===== config.mk =====
export PLATFORM = sky130hd
export DESIGN_NAME = pipe_exec_ctrl
export DESIGN_NICKNAME = d
export VERILOG_FILES = /design/src/rtl/pipe_exec_ctrl.sv
export SDC_FILE = /design/constraint.sdc
export NUM_CORES = 1
export LEC_CHECK = 0
export CORE_UTILIZATION = 45
export CTS_BUF_LIST = sky130_fd_sc_hd__clkbuf_2
export CTS_CLUSTER_DIAMETER = 150
export DETAILED_ROUTE_END_ITERATION = 8
export DONT_BUFFER_PORTS = 1
export GPL_TIMING_DRIVEN = 0
export SETUP_SLACK_MARGIN = 0.15
export SYNTH_ARGS = -nofsm -noshare
export SYNTH_HDL_FRONTEND = slang
export SYNTH_SLANG_ARGS = --single-unit

===== constraint.sdc =====
create_clock -name i_clk -period 2.65 [get_ports i_clk]
set_input_delay 0.6625 -clock i_clk [delete_from_list [all_inputs] [get_ports i_clk]]
set_output_delay 0.6625 -clock i_clk [all_outputs]
set_load 0.005 [all_outputs]

===== src/rtl/pipe_exec_ctrl.sv =====
// rtl/pipe_exec_ctrl.sv - run/step/abort sequencer with HALT drain for the MIPS pipeline
// Optional breakpoint stop is built when PIPE_EXEC_CTRL_BREAKPOINT_EN is defined.
module pipe_exec_ctrl #(
    parameter int unsigned CYCLE_BITS   = 32,
    parameter int unsigned DRAIN_CYCLES = 4,
    parameter int unsigned PC_BITS      = 32
) (
    input  logic                  i_clk,
    input  logic                  i_reset,
    input  logic                  i_cmd_valid,
    input  logic [1:0]            i_cmd,
    output logic                  o_cmd_ready,
    input  logic                  i_halt_id,
    output logic                  o_pipe_en,
    output logic                  o_pc_clear,
    output logic                  o_busy,
    output logic                  o_done,
    output logic [2:0]            o_state,
    output logic [CYCLE_BITS-1:0] o_cycle_count
`ifdef PIPE_EXEC_CTRL_BREAKPOINT_EN
    ,
    input  logic [PC_BITS-1:0]    i_pc,
    input  logic                  i_bp_valid,
    input  logic [PC_BITS-1:0]    i_bp_addr,
    output logic                  o_bp_hit
`endif
);

    typedef enum logic [2:0] {
        ST_IDLE  = 3'd0,
        ST_RUN   = 3'd1,
        ST_STEP  = 3'd2,
        ST_DRAIN = 3'd3,
        ST_DONE  = 3'd4
    } state_t;

    localparam logic [1:0] CMD_RUN   = 2'b01;
    localparam logic [1:0] CMD_STEP  = 2'b10;
    localparam logic [1:0] CMD_ABORT = 2'b11;

    // Out-of-range configurations fall back to a single drain cycle.
    localparam bit         CFG_LEGAL  = (DRAIN_CYCLES >= 1) && (DRAIN_CYCLES <= 15) && (PC_BITS >= 1);
    localparam logic [3:0] DRAIN_LOAD = CFG_LEGAL ? 4'(DRAIN_CYCLES) : 4'd1;

    state_t                state_q, state_d;
    logic [3:0]            drain_q, drain_d;
    logic                  done_q, done_d;
    logic                  pc_clear_q, pc_clear_d;
    logic [CYCLE_BITS-1:0] cnt_q, cnt_d;
    logic                  bp_hit_q, bp_hit_d;

    logic pipe_en;
    logic cmd_ready;
    logic cmd_accept;
    logic cmd_abort;
    logic bp_match;

    assign pipe_en    = (state_q == ST_RUN) || (state_q == ST_STEP) || (state_q == ST_DRAIN);
    assign cmd_ready  = (state_q == ST_IDLE) || (state_q == ST_RUN) || (state_q == ST_DONE);
    assign cmd_accept = i_cmd_valid && cmd_ready;
    assign cmd_abort  = cmd_accept && (i_cmd == CMD_ABORT);

`ifdef PIPE_EXEC_CTRL_BREAKPOINT_EN
    assign bp_match = i_bp_valid && (i_pc == i_bp_addr);
    assign o_bp_hit = bp_hit_q;
`else
    assign bp_match = 1'b0;
`endif

    always_comb begin
        state_d    = state_q;
        drain_d    = drain_q;
        done_d     = 1'b0;
        pc_clear_d = 1'b0;
        bp_hit_d   = 1'b0;
        cnt_d      = cnt_q;

        if (pipe_en && (cnt_q != {CYCLE_BITS{1'b1}})) begin
            cnt_d = cnt_q + 1'b1;
        end

        // ABORT wins over both the counter increment and HALT in the same cycle.
        if (cmd_abort) begin
            state_d    = ST_IDLE;
            pc_clear_d = 1'b1;
            cnt_d      = '0;
        end else begin
            case (state_q)
                ST_IDLE: begin
                    if (cmd_accept && (i_cmd == CMD_RUN)) begin
                        state_d = ST_RUN;
                    end else if (cmd_accept && (i_cmd == CMD_STEP)) begin
                        state_d = ST_STEP;
                    end
                end
                ST_RUN: begin
                    if (i_halt_id) begin
                        state_d = ST_DRAIN;
                        drain_d = DRAIN_LOAD;
                    end else if (bp_match) begin
                        state_d  = ST_IDLE;
                        bp_hit_d = 1'b1;
                    end
                end
                ST_STEP: begin
                    if (i_halt_id) begin
                        state_d = ST_DRAIN;
                        drain_d = DRAIN_LOAD;
                    end else begin
                        state_d = ST_IDLE;
                    end
                end
                ST_DRAIN: begin
                    drain_d = drain_q - 4'd1;
                    if (drain_q <= 4'd1) begin
                        state_d = ST_DONE;
                        drain_d = 4'd0;
                        done_d  = 1'b1;
                    end
                end
                ST_DONE: begin
                    state_d = ST_DONE;
                end
                default: begin
                    state_d = ST_IDLE;
                    drain_d = 4'd0;
                end
            endcase
        end
    end

    always_ff @(posedge i_clk) begin
        if (i_reset) begin
            state_q    <= ST_IDLE;
            drain_q    <= 4'd0;
            done_q     <= 1'b0;
            pc_clear_q <= 1'b0;
            bp_hit_q   <= 1'b0;
            cnt_q      <= '0;
        end else begin
            state_q    <= state_d;
            drain_q    <= drain_d;
            done_q     <= done_d;
            pc_clear_q <= pc_clear_d;
            bp_hit_q   <= bp_hit_d;
            cnt_q      <= cnt_d;
        end
    end

    assign o_cmd_ready   = cmd_ready;
    assign o_pipe_en     = pipe_en;
    assign o_busy        = pipe_en;
    assign o_done        = done_q;
    assign o_pc_clear    = pc_clear_q;
    assign o_state       = state_q;
    assign o_cycle_count = cnt_q;

endmodule


Word level (Yosys, flattened, before mapping)
Index checks and enable logic that the tools add are counted.
{ "totals": {"regBits": 41, "in_bits": 6, "output_inout_bits": 40} }
{ "op_classes": {"add_sub_neg": 2, "order_cmp": 1, "eq_ne": 12, "muxes": 11, "bitwise": 3, "n_reduce_logical": 16} }
{ "op_table": {"columns": ["operator", "count"], "rows": [
  ["$add 32x1->32 const B", 1],
  ["$ne 32x32->1 const B", 1],
  ["$pmux 3 s5", 1],
  ["$mux 3", 4],
  ["$pmux 4 s3", 1],
  ["$mux 4", 2],
  ["$eq 3x2->1 const B", 2],
  ["$reduce_and 3->1", 2],
  ["$reduce_or 2->1", 3],
  ["$logic_and 1x1->1", 5],
  ["$eq 2x2->1 const B", 2],
  ["$le 4x1->1 const B", 1],
  ["$logic_or 1x1->1", 4],
  ["$ne 2x1->1 const B", 2],
  ["$sub 4x1->4 const B", 1],
  ["$eq 3x1->1 const B", 1],
  ["$eq 3x3->1 const B", 1],
  ["$logic_not 3->1", 1],
  ["$ne 3x1->1 const B", 1],
  ["$not 1->1", 3],
  ["$reduce_or 3->1", 1],
  ["$eq 2x1->1 const B", 1],
  ["$mux 1", 2],
  ["$mux 2", 1],
  ["$ne 2x2->1 const B", 1]
]} }

Logic depth before layout (Yosys ltp)
Gate-level depths: netlist (run 1).
{ "logic_depth": {"word_depth": 8, "mapped_depth": 9, "depth_no_buf": 7} }

Least setup slack after synthesis (run 1)
No wires, ideal clock.
{ "synth_path": {"path_kind": "flip-flop to flip-flop", "startpoint": "reg state_q[1] (netlist: o_state[1])", "endpoint": "reg cnt_q[28] (netlist: o_cycle_count[28])", "arrival_ns": 2.013, "required_ns": 2.580, "setup_slack_ns": 0.567, "stages_incl_launch_ff": 10, "cell_sequence": "dfxtp_1 -> buf_6 -> nor2_2 -> or2_4 -> inv_4 -> nand2_4 -> or3_4 -> buf_6 -> or4_1 -> a21oi_1"} }
{ "synth_between": {"word_cells_on_any_way": 13, "classes_between": "eq/ne (4); reduce/logical (9)"} }
{ "synth_lines": {"columns": ["item", "line_no", "text"], "rows": [
  ["from (decl)", "45", "state_t state_q, state_d;"],
  ["from (signal assigned)", "141", "state_q <= state_d;"],
  ["$eq 3x1->1 / $eq 3x2->1 (equally long branches)", "58", "assign pipe_en = (state_q == ST_RUN) || (state_q == ST_STEP) || (state_q == ST_DRAIN);"],
  ["$logic_or 1x1->1", "58", null],
  ["$logic_or 1x1->1 (*)", "58", null],
  ["named net o_busy", "16", "output logic o_busy,"],
  ["$logic_and 1x1->1 (*)", "78", "if (pipe_en && (cnt_q != {CYCLE_BITS{1'b1}})) begin"],
  ["to (signal assigned)", "146", "cnt_q <= cnt_d;"],
  ["to (decl)", "49", "logic [CYCLE_BITS-1:0] cnt_q, cnt_d;"]
]} }
The timed path passes the listed nets; every way through them passes the cells marked *.
A chain may end at the register's enable or synchronous reset.

Worst setup path in the final report (run 1)
{ "layout_path": {"startpoint": "reg cnt_q[18] (netlist: o_cycle_count[18])", "endpoint": "reg cnt_q[31] (netlist: o_cycle_count[31])"} }
{ "layout_between": {"elab_chain_cells": 2, "word_cells_on_any_way": 3, "classes_between": "add/sub (1); eq/ne (1); reduce/logical (1)"} }
{ "layout_rtl": {"columns": ["item"], "rows": [
  ["parallel branches: the longest is 2 deep, another holds $add 32x1->32"]
]} }
Several ways; the timed one is not identified.

==> out/metrics.yaml, run 1 <==
outcome:
  status: "finished clean"
critical_path:
  cp_max_fo: 10
  critical_path_arrival_ps: 2620
  rr_worst_depth: 7
  crit_path_end_kind: "register"
  worst_ep_required_time_ps: 2960
  crit_type: "register to register"
  cp-start-kind: "register"
floorplan:
  start_util: 0.483
  io_pins: 46
  die-area_mm2: 0.00512
  die_y_um: 71.6
  rows: 24
  die_w_um: 71.6
  coreArea_mm2: 0.00450
synth:
  synth_top_area_frac: 0.377
  synth_area_mm2: 0.00218
  synth_top_cell_by_area: "dfxtp_1"
  synth_seq_area_share: 0.377
  synth-edff-count: 0
  synthTopCellsByArea: "dfxtp_1, a21oi_1, o31ai_1"
  synth.distinct_cells: 52
  synth_area_per_cell_um2: 8.50
  synth_seq_cells: 41
  syn_inst: 256
  synthesis.yosys.warnings: 0
  async_flop_share: 0
  syn_nets: 265
  synthFlopType: "dfxtp_1"
sta:
  slew_violations: 0
  grt_setup_unrepaired: "no"
  min_period_ps: 2310
  fin_ws_ps: 341
  relSlewSlack: 0.536
  finalSetupTns_ps: 0
  finalClockSkew_ps: 27.6
  worst_slew_pin_slew_ps: 689
  setup_violations: 0
  min_period_over_period: 0.871
  timing.hold.ws_ps: 269
  fmax_ghz: 0.433
  hold_viol: 0
routing:
  vias: 1954
  wl_um: 5130
  drc: 0
  wire_per_inst_um: 16.2
  dr.pass1.iters: 4
  met3_wirelength_um: 291
  dr_wl_met2_um: 2170
  wl_met1_um: 2630
  avgViaCountPerCell: 6.18
  routed.top_layer: "met4"
  ant_nets: 0
  first_iter_violations: 73
global_route:
  grt_use_total: 0.210
  grt_overflow: 0
  antenna_found_initial: 0
  grt_pass1_vias: 1750
  grt_max_degree: 14
  grt_pass1_wl_um: 8500
cts:
  cts_tree: "done"
  numCtsBuffers: 5
  cts_hold_buf: 0
  clock_latency_ps: 410
  cts_root_buffer: "clkbuf_2"
  post_cts_buffers: 0
  path_clk_slew_ps: 240
  clockBufferDepth: 2
  cts_max_level: 2
  cts_sinks: 41
finish:
  diodes: 0
  layout.nets: 272
  utilization: 0.511
  final_cell_mix: "dfxtp_1, a21oi_1, nand2_1"
  syn_to_final_growth_pct: 5.63
  final_cell_area_mm2: 0.00230
  final_common_cell: "dfxtp_1"
  final_layout_size_suffix_gt1_frac: 0.121
  fin_cells: 316
placed_design:
  place_area_mm2: 0.00224
  hpwl_um: 3650
  place_ws_ps: 204
  dp.cells: 308
  place.gp.congestion: 0.871
  portBuffers: 0
pwr:
  p_per_area_mw_per_mm2: 439
  design_power_total_mw: 1.01
  power.leakage_nw: 0.745
  peakVddDrop_mv: 0.243
worst_hold_path:
  whs_path_depth: 1
  hold_path.class: "input port to register"
flow_run:
  drv_cap: 0
-- cells in the mapped netlist, drive strengths merged, types with 5 or more instances --
library cell  number
nor2              19
buf                8
nand3             10
inv                5
or3               13
o31ai             15
dfxtp             41
a21oi             32
or4               15
nand4             10
nand2             21
o21ai             15
-- what timing repair did --
item,4_1_cts,5_1_grt
hold endpoints to repair,0,0
resized for setup,1,2
pin swaps,0,1
setup endpoints to repair,1,10
-- flip-flops by register name (all words and copies together), names as in the netlist --
signal and cells:
drain_q 4, o_done 1, o_state 3, o_pc_clear 1, o_cycle_count 32
-- kinds of logic (layout without fill, tap and decap cells) --
logic type / count (synthesis) / in the layout / synth area share
compound gates: 78 / 78 / 0.228
simple gates: 111 / 111 / 0.306
flops: 41 / 41 / 0.377
buf+inv: 17 / 25 / 0.0460
xor+xnor: 4 / 4 / 0.0161
mux: 1 / 1 / 0.00460
fa+ha+maj: 4 / 4 / 0.0218
-- power by group --
group	internal [mW]	switching [mW]
registers	0.626	0.0107
logic	0.0360	0.0575
clock network	0.0616	0.218
-- metal layers --
layer,track usage,vias to the layer above
li1,-,993
met1,0.291,917
met2,0.309,40
met3,0.0577,4
met4,0.0850,0
met5,0,-
-- cell type report --
cell class	instances	area (um2)
fill	468	2200
multi-input combinational	198	1270
sequential	41	822
buffer	12	78.8
tap	52	65.1
clock buffer	5	25.0
inverter	5	21.3
clock inverter	3	17.5
-- critical path, cell delays in order, from the launching register on --
cell and delay, ps:
dfxtp_1 490, nand4_1 310, nor4_4 570, and2_0 180
buf_2 190, buf_2 240, nor3_1 110, mux2i_1 120
-- path summary, 6_finish.rpt --
path	start	endpoint	slack, ps
max	o_cycle_count[18]	o_cycle_count[31]	340
min	i_reset	drain_q[1]	270
max reg2reg	o_cycle_count[18]	o_cycle_count[31]	340
min reg2reg	drain_q[3]	drain_q[3]	510
Power figures use the tool's default switching activity.
==> run 2: changes to the inputs <==
Settings changed: PLACE_DENSITY set to 0.71.
Clock period 2.65 ns to 2.4 ns, I/O delays scaled along.
==> run 2 against run 1 <==
  * Sequential power increased by 11%
  * Count of clock-buffer cells in the layout increased by 3
  * Fmax increased by 5.4%
  * Critical path type unchanged
  * Highest routed layer unchanged
==> out/metrics.yaml, run 2 (synthesis results as in run 1) <==
outcome:
  status: "finished clean"
pwr:
  p_per_area_mw_per_mm2: 464  # +5.6%
  peakVddDrop_mv: 0.246  # +1.1%
  power.leakage_nw: 0.847  # +14%
routing:
  drc: 0  # unchanged
  first_iter_violations: 101  # +38%
  wl_met1_um: 2440  # -7.3%
  avgViaCountPerCell: 6.24  # +0.90%
  ant_nets: 0  # unchanged
  routed.top_layer: "met4"
  vias: 2059  # +5.4%
  dr.pass1.iters: 4  # unchanged
  met3_wirelength_um: 276  # -5.2%
  wire_per_inst_um: 16.0  # -1.6%
  wl_um: 5270  # +2.7%
  dr_wl_met2_um: 2480  # +15%
sta:
  worst_slew_pin_slew_ps: 688  # -1.89 ps
  relSlewSlack: 0.538  # +0.00127
  grt_setup_unrepaired: "yes"
  hold_viol: 0  # unchanged
  min_period_ps: 2190  # -118 ps
  min_period_over_period: 0.913  # +0.0418
  fmax_ghz: 0.456  # +5.4%
  setup_violations: 0  # unchanged
  finalSetupTns_ps: 0  # unchanged
  finalClockSkew_ps: 12.3  # -15.4 ps
  slew_violations: 0  # unchanged
  timing.hold.ws_ps: 233  # -35.8 ps
global_route:
  grt_max_degree: 12  # -2
  grt_pass1_wl_um: 8580  # +0.89%
  grt_use_total: 0.212  # +0.00228
  antenna_found_initial: 0  # unchanged
  grt_pass1_vias: 1805  # +3.1%
  grt_overflow: 0  # unchanged
floorplan:
  die_y_um: 71.6  # unchanged
  rows: 24  # unchanged
  io_pins: 46  # unchanged
  start_util: 0.483  # unchanged
  die_w_um: 71.6  # unchanged
  die-area_mm2: 0.00512  # unchanged
  coreArea_mm2: 0.00450  # unchanged
critical_path:
  critical_path_arrival_ps: 2550  # -70 ps
  regToRegSetupSlack_ps: 210  # -130 ps
  cp-start-kind: "register"
  worstReg2RegEnd: "o_cycle_count[23]"
  crit_path_end_kind: "register"
  rr_worst_depth: 9  # +2
  r2r-start: "o_state[0]"
  worst_ep_required_time_ps: 2760  # -200 ps
  cp_max_fo: 7  # -3
  crit_type: "register to register"
finish:
  multi_input_comb_area_mm2: 0.00130  # +2.4%
  largest_register_ffs: 32  # unchanged
  final_layout_size_suffix_gt1_frac: 0.237  # +0.116
  utilization: 0.546  # +0.0353
  n_fill_cell: 422  # -9.8%
  final_cell_mix: "a21oi_1, dfxtp_1, nand2_1"
  diodes: 0  # unchanged
  register_area_um2: 843  # +2.6%
  layout.nets: 286  # +5.1%
  syn_to_final_growth_pct: 12.9
  final_common_cell: "a21oi_1"
worst_hold_path:
  hold_path.class: "input port to register"
  whs_path_depth: 1  # unchanged
  hold_end: "drain_q[3]"
  hp-start: "i_reset"
placed_design:
  portBuffers: 0  # unchanged
  place.gp.congestion: 0.849  # -2.5%
  hpwl_um: 3650  # about the same
cts:
  numCtsBuffers: 5  # unchanged
  cts_sinks: 41  # unchanged
  cts_hold_buf: 0  # unchanged
  path_clk_slew_ps: 200  # -40 ps
  clockBufferDepth: 2  # unchanged
  cts_root_buffer: "clkbuf_2"
  cts_max_level: 2  # unchanged
  cts_tree: "done"
  clock_latency_ps: 410  # about the same
flow_run:
  drv_cap: 0  # unchanged
[run 2: worst max path at each step]
stage	from	to	slack [ps]	cells after the start
3_3_place_gp	o_cycle_count[17]	o_cycle_count[31]	50	7
3_5_place_dp	o_cycle_count[17]	o_cycle_count[31]	-3	7
4_1_cts	o_cycle_count[2]	o_cycle_count[28]	150	6
2_1_floorplan	o_state[1]	o_cycle_count[28]	320	9
5_1_grt	o_state[0]	o_cycle_count[23]	110	9
6_report	o_state[0]	o_cycle_count[23]	210	9
[run 2: area by class of cell]
| type | count | share of cell area |
|---|---|---|
| plain buffers | 12 | 0.0346 |
| clock buffers | 8 | 0.0163 |
| inverters | 5 | 0.0107 |
| multi-input cells | 198 | 0.529 |
| flip-flops and latches | 41 | 0.343 |
| well taps | 52 | 0.0265 |
| repair buffers | 13 | 0.0377 |
| repair inverters | 1 | 0.00254 |
[run 2: per-stage QoR]
stage	std cells	total power [mW]	instance area, um2	worst slack (ps)
after CTS	318	1.13	2320	154
after global routing	330	1.20	2460	113
after floorplan	256	0.796	2180	317
after global placement	308	0.816	2240	47.1
final	330	1.14	2460	209
after detailed placement	308	0.819	2240	-2.84
[run 2: timing repair]
action,4_1_cts,5_1_grt
pin swaps,2,7
setup endpoints to repair,17,27
resized for setup,7,23
endpoints found under the hold margin,0,0
cloned,0,3
buffers inserted,2,9
[run 2: power by group]
group          leakage (nW)  internal [mW]  switching, mW  total, mW
Sequential            0.340          0.691         0.0133      0.704
Clock                0.0332         0.0859          0.225      0.311
Combinational         0.474         0.0525         0.0731      0.126
Total                 0.847          0.830          0.312       1.14
[run 2: routing by layer]
layer / vias to the layer above / track usage
met5: - / 0
met4: 0 / 0.0741
met3: 7 / 0.0689
met2: 46 / 0.331
met1: 976 / 0.277
li1: 1030 / -
[run 2: worst max-delay path, stage by stage, from the launching register on]
cell and delay (ps):
dfxtp_2 400, buf_6 120, nor2_4 40, or2_4 280, inv_8 90, nand3_4 100, or3_4 460, buf_6 150
or4_4 410, a21oi_2 120
